$ cat config.mk
export PLATFORM = sky130hd
export DESIGN_NAME = hazard_ctrl_flat
export DESIGN_NICKNAME = d
export VERILOG_FILES = /design/src/rtl/hazard_ctrl_if.sv /design/src/rtl/hazard_ctrl.sv /design/src/flat_wrapper.sv
export SDC_FILE = /design/constraint.sdc
export NUM_CORES = 1
export LEC_CHECK = 0
export CORE_MARGIN = 3
export CORE_UTILIZATION = 40
export CTS_BUF_LIST = sky130_fd_sc_hd__clkbuf_8
export CTS_CLUSTER_SIZE = 12
export DETAILED_ROUTE_END_ITERATION = 8
export GPL_ROUTABILITY_DRIVEN = 0
export PLACE_DENSITY = 0.9
export SETUP_SLACK_MARGIN = 0.02
export SYNTH_ARGS = -nofsm -noshare
export SYNTH_HDL_FRONTEND = slang
export SYNTH_SLANG_ARGS = --single-unit
$ cat constraint.sdc
create_clock -name clk -period 4.1 [get_ports clk]
set_input_delay 1.025 -clock clk [delete_from_list [all_inputs] [get_ports clk]]
set_output_delay 1.025 -clock clk [all_outputs]
set_load 0.02 [all_outputs]
$ cat src/rtl/hazard_ctrl_if.sv
// Pipeline <-> hazard controller signal bundle.
// The master side is the pipeline datapath; the slave side is hazard_ctrl.
interface hazard_ctrl_if #(
  parameter int unsigned CNT_W = 16
);
  logic             regWrite_M;
  logic             regWrite_W;
  logic [4:0]       rd_M;
  logic [4:0]       rd_W;
  logic [4:0]       rd_E;
  logic [4:0]       rs1_D;
  logic [4:0]       rs2_D;
  logic [4:0]       rs1_E;
  logic [4:0]       rs2_E;
  logic             use_rs1_D;
  logic             use_rs2_D;
  logic [2:0]       resultSrc_E;
  logic             PCSrc_E;
  logic             md_start_E;
  logic             md_done;
  logic             dmem_req_M;
  logic             dmem_ready_M;

  logic [1:0]       forwardAE;
  logic [1:0]       forwardBE;
  logic             stall_F;
  logic             stall_D;
  logic             stall_E;
  logic             stall_M;
  logic             flush_D;
  logic             flush_E;
  logic             flush_M;
  logic             flush_W;
  logic [CNT_W-1:0] stall_cnt;
  logic [CNT_W-1:0] flush_cnt;

  modport master (
    output regWrite_M, regWrite_W, rd_M, rd_W, rd_E, rs1_D, rs2_D, rs1_E, rs2_E,
           use_rs1_D, use_rs2_D, resultSrc_E, PCSrc_E, md_start_E, md_done,
           dmem_req_M, dmem_ready_M,
    input  forwardAE, forwardBE, stall_F, stall_D, stall_E, stall_M,
           flush_D, flush_E, flush_M, flush_W, stall_cnt, flush_cnt
  );

  modport slave (
    input  regWrite_M, regWrite_W, rd_M, rd_W, rd_E, rs1_D, rs2_D, rs1_E, rs2_E,
           use_rs1_D, use_rs2_D, resultSrc_E, PCSrc_E, md_start_E, md_done,
           dmem_req_M, dmem_ready_M,
    output forwardAE, forwardBE, stall_F, stall_D, stall_E, stall_M,
           flush_D, flush_E, flush_M, flush_W, stall_cnt, flush_cnt
  );
endinterface

$ cat src/rtl/hazard_ctrl.sv
// Pipeline hazard controller: operand forwarding, load-use / mul-div / memory-wait
// stalls, branch flushes, and saturating stall/flush event counters.
module hazard_ctrl #(
  parameter int unsigned LOAD_BUBBLES = 1,
  parameter logic [2:0]  LOAD_SRC     = 3'b001,
  parameter int unsigned CNT_W        = 16
) (
  input  logic         clk,
  input  logic         rst_n,
  hazard_ctrl_if.slave bus
);

  typedef enum logic [1:0] {IDLE, LOAD, MDW} state_t;

  state_t             state_q, state_d;
  logic [1:0]         bub_q, bub_d;
  logic [CNT_W-1:0]   stall_cnt_q, stall_cnt_d;
  logic [CNT_W-1:0]   flush_cnt_q, flush_cnt_d;

  logic memw, lu;
  logic stall_f, stall_dd, stall_e, stall_m;
  logic flush_dd, flush_e, flush_m, flush_w;

  function automatic logic [1:0] fwd_sel(input logic wm, input logic [4:0] rdm,
                                         input logic ww, input logic [4:0] rdw,
                                         input logic [4:0] rs);
    if (wm && (rdm != '0) && (rdm == rs))      return 2'b10;
    else if (ww && (rdw != '0) && (rdw == rs)) return 2'b01;
    else                                       return 2'b00;
  endfunction

  assign bus.forwardAE = fwd_sel(bus.regWrite_M, bus.rd_M, bus.regWrite_W, bus.rd_W, bus.rs1_E);
  assign bus.forwardBE = fwd_sel(bus.regWrite_M, bus.rd_M, bus.regWrite_W, bus.rd_W, bus.rs2_E);

  assign memw = bus.dmem_req_M && !bus.dmem_ready_M;
  assign lu   = (bus.resultSrc_E == LOAD_SRC) && (bus.rd_E != '0) &&
                ((bus.use_rs1_D && (bus.rs1_D == bus.rd_E)) ||
                 (bus.use_rs2_D && (bus.rs2_D == bus.rd_E)));

  // Memory wait freezes everything, including the FSM; the branch in E only
  // redirects on cycles where E is allowed to advance.
  always_comb begin
    state_d  = state_q;
    bub_d    = bub_q;
    stall_f  = 1'b0;
    stall_dd = 1'b0;
    stall_e  = 1'b0;
    stall_m  = 1'b0;
    flush_dd = 1'b0;
    flush_e  = 1'b0;
    flush_m  = 1'b0;
    flush_w  = 1'b0;
    if (memw) begin
      stall_f  = 1'b1;
      stall_dd = 1'b1;
      stall_e  = 1'b1;
      stall_m  = 1'b1;
      flush_w  = 1'b1;
    end else begin
      case (state_q)
        IDLE: begin
          if (bus.md_start_E && !lu) begin
            stall_f  = 1'b1;
            stall_dd = 1'b1;
            stall_e  = 1'b1;
            flush_m  = 1'b1;
            state_d  = MDW;
          end else if (bus.PCSrc_E) begin
            flush_dd = 1'b1;
            flush_e  = 1'b1;
          end else if (lu) begin
            stall_f  = 1'b1;
            stall_dd = 1'b1;
            flush_e  = 1'b1;
            if (LOAD_BUBBLES > 1) begin
              state_d = LOAD;
              bub_d   = 2'(LOAD_BUBBLES - 1);
            end
          end
        end
        LOAD: begin
          if (bus.PCSrc_E) begin
            flush_dd = 1'b1;
            flush_e  = 1'b1;
            state_d  = IDLE;
            bub_d    = '0;
          end else begin
            stall_f  = 1'b1;
            stall_dd = 1'b1;
            flush_e  = 1'b1;
            bub_d    = bub_q - 2'd1;
            if (bub_q == 2'd1) state_d = IDLE;
          end
        end
        MDW: begin
          if (bus.md_done) begin
            state_d = IDLE;
            if (bus.PCSrc_E) begin
              flush_dd = 1'b1;
              flush_e  = 1'b1;
            end
          end else begin
            stall_f  = 1'b1;
            stall_dd = 1'b1;
            stall_e  = 1'b1;
            flush_m  = 1'b1;
          end
        end
        default: begin
          state_d = IDLE;
          bub_d   = '0;
        end
      endcase
    end
  end

  always_comb begin
    stall_cnt_d = stall_cnt_q;
    flush_cnt_d = flush_cnt_q;
    if (stall_f && (stall_cnt_q != '1))
      stall_cnt_d = stall_cnt_q + CNT_W'(1);
    if ((flush_dd || flush_e || flush_m || flush_w) && (flush_cnt_q != '1))
      flush_cnt_d = flush_cnt_q + CNT_W'(1);
  end

  always_ff @(posedge clk or negedge rst_n) begin
    if (!rst_n) begin
      state_q     <= IDLE;
      bub_q       <= '0;
      stall_cnt_q <= '0;
      flush_cnt_q <= '0;
    end else begin
      state_q     <= state_d;
      bub_q       <= bub_d;
      stall_cnt_q <= stall_cnt_d;
      flush_cnt_q <= flush_cnt_d;
    end
  end

  assign bus.stall_F   = stall_f;
  assign bus.stall_D   = stall_dd;
  assign bus.stall_E   = stall_e;
  assign bus.stall_M   = stall_m;
  assign bus.flush_D   = flush_dd;
  assign bus.flush_E   = flush_e;
  assign bus.flush_M   = flush_m;
  assign bus.flush_W   = flush_w;
  assign bus.stall_cnt = stall_cnt_q;
  assign bus.flush_cnt = flush_cnt_q;

endmodule
$ cat src/flat_wrapper.sv
// flat-port wrapper written by rule: the top's interface ports become plain ports
module hazard_ctrl_flat 
#(
  parameter int unsigned LOAD_BUBBLES = 1,
  parameter logic [2:0]  LOAD_SRC     = 3'b001,
  parameter int unsigned CNT_W        = 16
)
  (clk, rst_n, bus_regWrite_M, bus_regWrite_W, bus_rd_M, bus_rd_W, bus_rd_E, bus_rs1_D, bus_rs2_D, bus_rs1_E, bus_rs2_E, bus_use_rs1_D, bus_use_rs2_D, bus_resultSrc_E, bus_PCSrc_E, bus_md_start_E, bus_md_done, bus_dmem_req_M, bus_dmem_ready_M, bus_forwardAE, bus_forwardBE, bus_stall_F, bus_stall_D, bus_stall_E, bus_stall_M, bus_flush_D, bus_flush_E, bus_flush_M, bus_flush_W, bus_stall_cnt, bus_flush_cnt);
  hazard_ctrl_if #(.CNT_W(CNT_W)) bus_i ();
  input  logic clk;
  input  logic rst_n;
  input wire logic [$bits(bus_i.regWrite_M)-1:0] bus_regWrite_M;
  input wire logic [$bits(bus_i.regWrite_W)-1:0] bus_regWrite_W;
  input wire logic [$bits(bus_i.rd_M)-1:0] bus_rd_M;
  input wire logic [$bits(bus_i.rd_W)-1:0] bus_rd_W;
  input wire logic [$bits(bus_i.rd_E)-1:0] bus_rd_E;
  input wire logic [$bits(bus_i.rs1_D)-1:0] bus_rs1_D;
  input wire logic [$bits(bus_i.rs2_D)-1:0] bus_rs2_D;
  input wire logic [$bits(bus_i.rs1_E)-1:0] bus_rs1_E;
  input wire logic [$bits(bus_i.rs2_E)-1:0] bus_rs2_E;
  input wire logic [$bits(bus_i.use_rs1_D)-1:0] bus_use_rs1_D;
  input wire logic [$bits(bus_i.use_rs2_D)-1:0] bus_use_rs2_D;
  input wire logic [$bits(bus_i.resultSrc_E)-1:0] bus_resultSrc_E;
  input wire logic [$bits(bus_i.PCSrc_E)-1:0] bus_PCSrc_E;
  input wire logic [$bits(bus_i.md_start_E)-1:0] bus_md_start_E;
  input wire logic [$bits(bus_i.md_done)-1:0] bus_md_done;
  input wire logic [$bits(bus_i.dmem_req_M)-1:0] bus_dmem_req_M;
  input wire logic [$bits(bus_i.dmem_ready_M)-1:0] bus_dmem_ready_M;
  output wire logic [$bits(bus_i.forwardAE)-1:0] bus_forwardAE;
  output wire logic [$bits(bus_i.forwardBE)-1:0] bus_forwardBE;
  output wire logic [$bits(bus_i.stall_F)-1:0] bus_stall_F;
  output wire logic [$bits(bus_i.stall_D)-1:0] bus_stall_D;
  output wire logic [$bits(bus_i.stall_E)-1:0] bus_stall_E;
  output wire logic [$bits(bus_i.stall_M)-1:0] bus_stall_M;
  output wire logic [$bits(bus_i.flush_D)-1:0] bus_flush_D;
  output wire logic [$bits(bus_i.flush_E)-1:0] bus_flush_E;
  output wire logic [$bits(bus_i.flush_M)-1:0] bus_flush_M;
  output wire logic [$bits(bus_i.flush_W)-1:0] bus_flush_W;
  output wire logic [$bits(bus_i.stall_cnt)-1:0] bus_stall_cnt;
  output wire logic [$bits(bus_i.flush_cnt)-1:0] bus_flush_cnt;
  assign bus_i.regWrite_M = bus_regWrite_M;
  assign bus_i.regWrite_W = bus_regWrite_W;
  assign bus_i.rd_M = bus_rd_M;
  assign bus_i.rd_W = bus_rd_W;
  assign bus_i.rd_E = bus_rd_E;
  assign bus_i.rs1_D = bus_rs1_D;
  assign bus_i.rs2_D = bus_rs2_D;
  assign bus_i.rs1_E = bus_rs1_E;
  assign bus_i.rs2_E = bus_rs2_E;
  assign bus_i.use_rs1_D = bus_use_rs1_D;
  assign bus_i.use_rs2_D = bus_use_rs2_D;
  assign bus_i.resultSrc_E = bus_resultSrc_E;
  assign bus_i.PCSrc_E = bus_PCSrc_E;
  assign bus_i.md_start_E = bus_md_start_E;
  assign bus_i.md_done = bus_md_done;
  assign bus_i.dmem_req_M = bus_dmem_req_M;
  assign bus_i.dmem_ready_M = bus_dmem_ready_M;
  assign bus_forwardAE = bus_i.forwardAE;
  assign bus_forwardBE = bus_i.forwardBE;
  assign bus_stall_F = bus_i.stall_F;
  assign bus_stall_D = bus_i.stall_D;
  assign bus_stall_E = bus_i.stall_E;
  assign bus_stall_M = bus_i.stall_M;
  assign bus_flush_D = bus_i.flush_D;
  assign bus_flush_E = bus_i.flush_E;
  assign bus_flush_M = bus_i.flush_M;
  assign bus_flush_W = bus_i.flush_W;
  assign bus_stall_cnt = bus_i.stall_cnt;
  assign bus_flush_cnt = bus_i.flush_cnt;
  hazard_ctrl #(.LOAD_BUBBLES(LOAD_BUBBLES), .LOAD_SRC(LOAD_SRC), .CNT_W(CNT_W)) u_core (.clk(clk), .rst_n(rst_n), .bus(bus_i));
endmodule
==> out/metrics.cfg <==
[status]
outcome=finished clean

[logic_synthesis]
synthTopCellsByArea=sky130_fd_sc_hd__dfrtp_1, sky130_fd_sc_hd__xnor2_1, sky130_fd_sc_hd__xor2_1, sky130_fd_sc_hd__nand3_1, sky130_fd_sc_hd__and3_1
portion_of_the_post_synthesis_area_used_by_sequential_elements=0.405
synthDominantAreaCellType=sky130_fd_sc_hd__dfrtp_1
netlist.area_leader.share=0.405
post_synthesis_average_cell_area_um2=9.81
synthCells=208
synth.lib_cells_used.distinct=36
ys.warnings.count=0
yosys_register_bits=33
total_standard_cell_area_after_synthesis_um2=2040
mappedNetlistNets=259

[layout]
final.fill_count=391
finished_core_util=0.681
design_area_final_um2=3280
design.final.nets=373
post_route_cells_drive_above_1_share=0.124
antennaDiodeCount=0
flow.area_growth_from_synthesis_pct=60.7

[critical_path]
worst-setup-path-type=in2out
worstPathCellList=clkdlybuf4s50_1, buf_4, xnor2_1, nand3_1, nor4_4, buf_4, clkdlybuf4s50_1
timing.critical_path.from_type=input pin
cp.required_ps=3070
cpPeakStageDelay_ps=600
worstPathArrival_ps=3000
regToRegEndpoint=u_core.bus.flush_cnt[9]
crit_slowest_cell=sky130_fd_sc_hd__clkdlybuf4s50_1
worst_setup_path_end_kind=output pin
regToRegStartpoint=u_core.state_q[1]
r2r_setup_slk_ps=1990
crit_fanout=2
ff2ff_path_depth=6

[sta]
top_achievable_clock_speed_mhz=248
final_layout_worst_hold_slack_ps=498
slew_headroom=0.704
fin_crit_ps=4030
post-route-period-util=0.982
drv_slew=0
sum_of_negative_setup_slack_ps=0
finalHoldViolCount=0
worst_slew_pin_slew_ps=442
worst_setup_skew_after_layout_ps=3.47
setup_viol_count_final=0

[grt]
global_route.overflow_total=0
grt_max_degree=34
grt_pass1_wl_um=9120
antenna_violations_before_repair=0
globalRouteTotalUtil=0.189
vias_in_the_first_global_route=1971

[floorplanning]
design.core.area_um2=4820
floorplan.rows=25
die_area_um2=5990
floorplan.die.height_um=77.4
initial_utilization=0.423
design.portCount=93
chipWidth_um=77.4

[clock_tree]
tritoncts_num_sinks=33
clkLatencyLatePin_ps=290
ctsHtreeMaxLevel=2
buffers_inserted_during_post_cts_setup_optimization=0
cts.reportedPaths.clkPinSlew_ps=60
cts_buffers=5
tritoncts_clock_tree=done
clockBufferDepth=2
cts.root.buffer_cell=sky130_fd_sc_hd__clkbuf_8

[run]
drv.max_cap_violation_count=0

[placed_design]
place.detailed.hpwl_um=4560
cell_area_placed_um2=3150
portBuffers=92

[power_and_ir_drop]
power.ir.vdd_worst_mv=0.540
total_leakage_power_nw=1.37
powerDensity_nw_per_um2=403

[min_path]
min-delay-start=u_core.bus.flush_cnt[10]
holdPathStages=1
worst_hold_path.endpoint=u_core.bus.flush_cnt[10]
worst_hold_path_type=reg2reg

[routing]
firstDrtPassIters=4
drt-initial-drc-count=92
final_routed_drc_violation_total=0
post_drt_wl_per_cell_um=14.7
drt-vias-per-instance=5.09
vias=1979
drtAntennaViolNets=0
routed_wl_um=5710

[cells by family after synthesis]
group           count (synthesis)  share of synthesized area
mux                             3                     0.0160
fa+ha+maj                       2                     0.0123
xor+xnor                       58                      0.249
simple gates                   90                      0.237
flops                          33                      0.405
compound gates                 15                     0.0607
buf+inv                         7                     0.0202
[routing by layer]
layer	GRT usage	up-vias	routed length (um)
met5	0	-	0
met4	0.0712	0	112
met3	0.0360	12	240
met2	0.332	62	3010
met1	0.227	944	2340
li1	-	961	-
[final cells by class]
type | count | area (um^2) | share of cell area
inverter | 4 | 15.0 | 0.00458
timing repair buffer | 110 | 1050 | 0.319
clock buffer | 6 | 82.6 | 0.0252
clock inverter | 1 | 3.75 | 0.00115
tap | 67 | 83.8 | 0.0256
sequential | 33 | 826 | 0.252
multi-input combinational | 168 | 1220 | 0.372
[state kept, by name (all words and copies together), names as in the netlist]
name                  flops
u_core.state_q            1
u_core.bus.stall_cnt     16
u_core.bus.flush_cnt     16
[cell usage in the layout (no fill, tap or decap), types with 2 or more instances in the layout]
cell type                         count
sky130_fd_sc_hd__or3_4                2
sky130_fd_sc_hd__mux2_1               2
sky130_fd_sc_hd__nand3_1             19
sky130_fd_sc_hd__or4_1                5
sky130_fd_sc_hd__buf_4               18
sky130_fd_sc_hd__nor3_1               3
sky130_fd_sc_hd__clkbuf_2             3
sky130_fd_sc_hd__clkbuf_8             6
sky130_fd_sc_hd__ha_1                 2
sky130_fd_sc_hd__dlymetal6s2s_1       2
sky130_fd_sc_hd__xnor2_1             30
sky130_fd_sc_hd__xor2_1              28
sky130_fd_sc_hd__clkdlybuf4s50_1     82
sky130_fd_sc_hd__nor4_2               2
sky130_fd_sc_hd__nor2_1              13
sky130_fd_sc_hd__inv_1                5
sky130_fd_sc_hd__nor4_1               4
sky130_fd_sc_hd__buf_6                2
sky130_fd_sc_hd__clkdlybuf4s15_1      2
sky130_fd_sc_hd__nand4_1              9
sky130_fd_sc_hd__a31oi_1              2
sky130_fd_sc_hd__dfrtp_1             33
sky130_fd_sc_hd__nand2_1             16
sky130_fd_sc_hd__and3_1              12
[synthesized netlist by cell type]
library cell,instances
sky130_fd_sc_hd__nand3_1,19
sky130_fd_sc_hd__nand2b_1,1
sky130_fd_sc_hd__nand4_1,9
sky130_fd_sc_hd__xor2_1,28
sky130_fd_sc_hd__buf_4,2
sky130_fd_sc_hd__mux2_1,2
sky130_fd_sc_hd__o21ai_0,2
sky130_fd_sc_hd__nor2_1,13
sky130_fd_sc_hd__and3_1,12
sky130_fd_sc_hd__buf_6,1
sky130_fd_sc_hd__mux2i_1,1
sky130_fd_sc_hd__or3_1,1
sky130_fd_sc_hd__a311oi_1,1
sky130_fd_sc_hd__xnor2_1,30
sky130_fd_sc_hd__nor4_1,7
sky130_fd_sc_hd__a31oi_1,2
sky130_fd_sc_hd__and2_0,1
sky130_fd_sc_hd__nor3_1,3
sky130_fd_sc_hd__inv_1,4
sky130_fd_sc_hd__a31o_2,1
sky130_fd_sc_hd__a32oi_1,1
sky130_fd_sc_hd__a21o_1,1
sky130_fd_sc_hd__nor3b_2,1
sky130_fd_sc_hd__nand2_1,16
sky130_fd_sc_hd__dfrtp_1,33
sky130_fd_sc_hd__o31ai_1,1
sky130_fd_sc_hd__a31oi_2,1
sky130_fd_sc_hd__and4_1,1
sky130_fd_sc_hd__o211ai_4,1
sky130_fd_sc_hd__or3_4,1
sky130_fd_sc_hd__a2bb2oi_1,1
sky130_fd_sc_hd__ha_1,2
sky130_fd_sc_hd__o21a_1,1
sky130_fd_sc_hd__o21ai_1,1
sky130_fd_sc_hd__or4_1,5
sky130_fd_sc_hd__a21oi_1,1
[critical path, delay by kind of cell]
kind          cells  cell delay, ps
xor+xnor          1             170
buf+inv           4            1350
simple gates      2             470
[worst max-delay path by stage]
stage | cells past startpoint | endpoint | startpoint | slack [ps]
2_1_floorplan | 4 | bus_forwardAE[0] | bus_rd_M[1] | 430
3_3_place_gp | 7 | bus_stall_F | bus_rd_E[4] | -380
3_5_place_dp | 7 | bus_stall_F | bus_rd_E[4] | -430
4_1_cts | 6 | bus_forwardAE[1] | bus_rd_M[1] | 40
5_1_grt | 7 | bus_forwardBE[1] | bus_rd_M[4] | -40
6_report | 7 | bus_forwardBE[1] | bus_rd_M[4] | 70
[power by group]
part | switching (W) | internal [W]
Sequential | 0.0000980 | 0.000405
Combinational | 0.000271 | 0.000298
Clock | 0.000117 | 0.000131
Total | 0.000486 | 0.000834
[stage by stage]
stage	instances	setup slack, ps	power [W]
2_1_floorplan	208	433	0.000784
3_3_place_gp	382	-378	0.00106
3_5_place_dp	382	-434	0.00108
4_1_cts	389	37.0	0.00132
5_1_grt	389	-43.1	0.00140
6_report	389	74.9	0.00132
[repair_timing]
item / 4_1_cts / 5_1_grt
hold buffers: 0 / 0
setup endpoints to repair: 9 / 10
pin swaps: 0 / 3
resized for setup: 18 / 20
(Power assumes the default switching activity.)
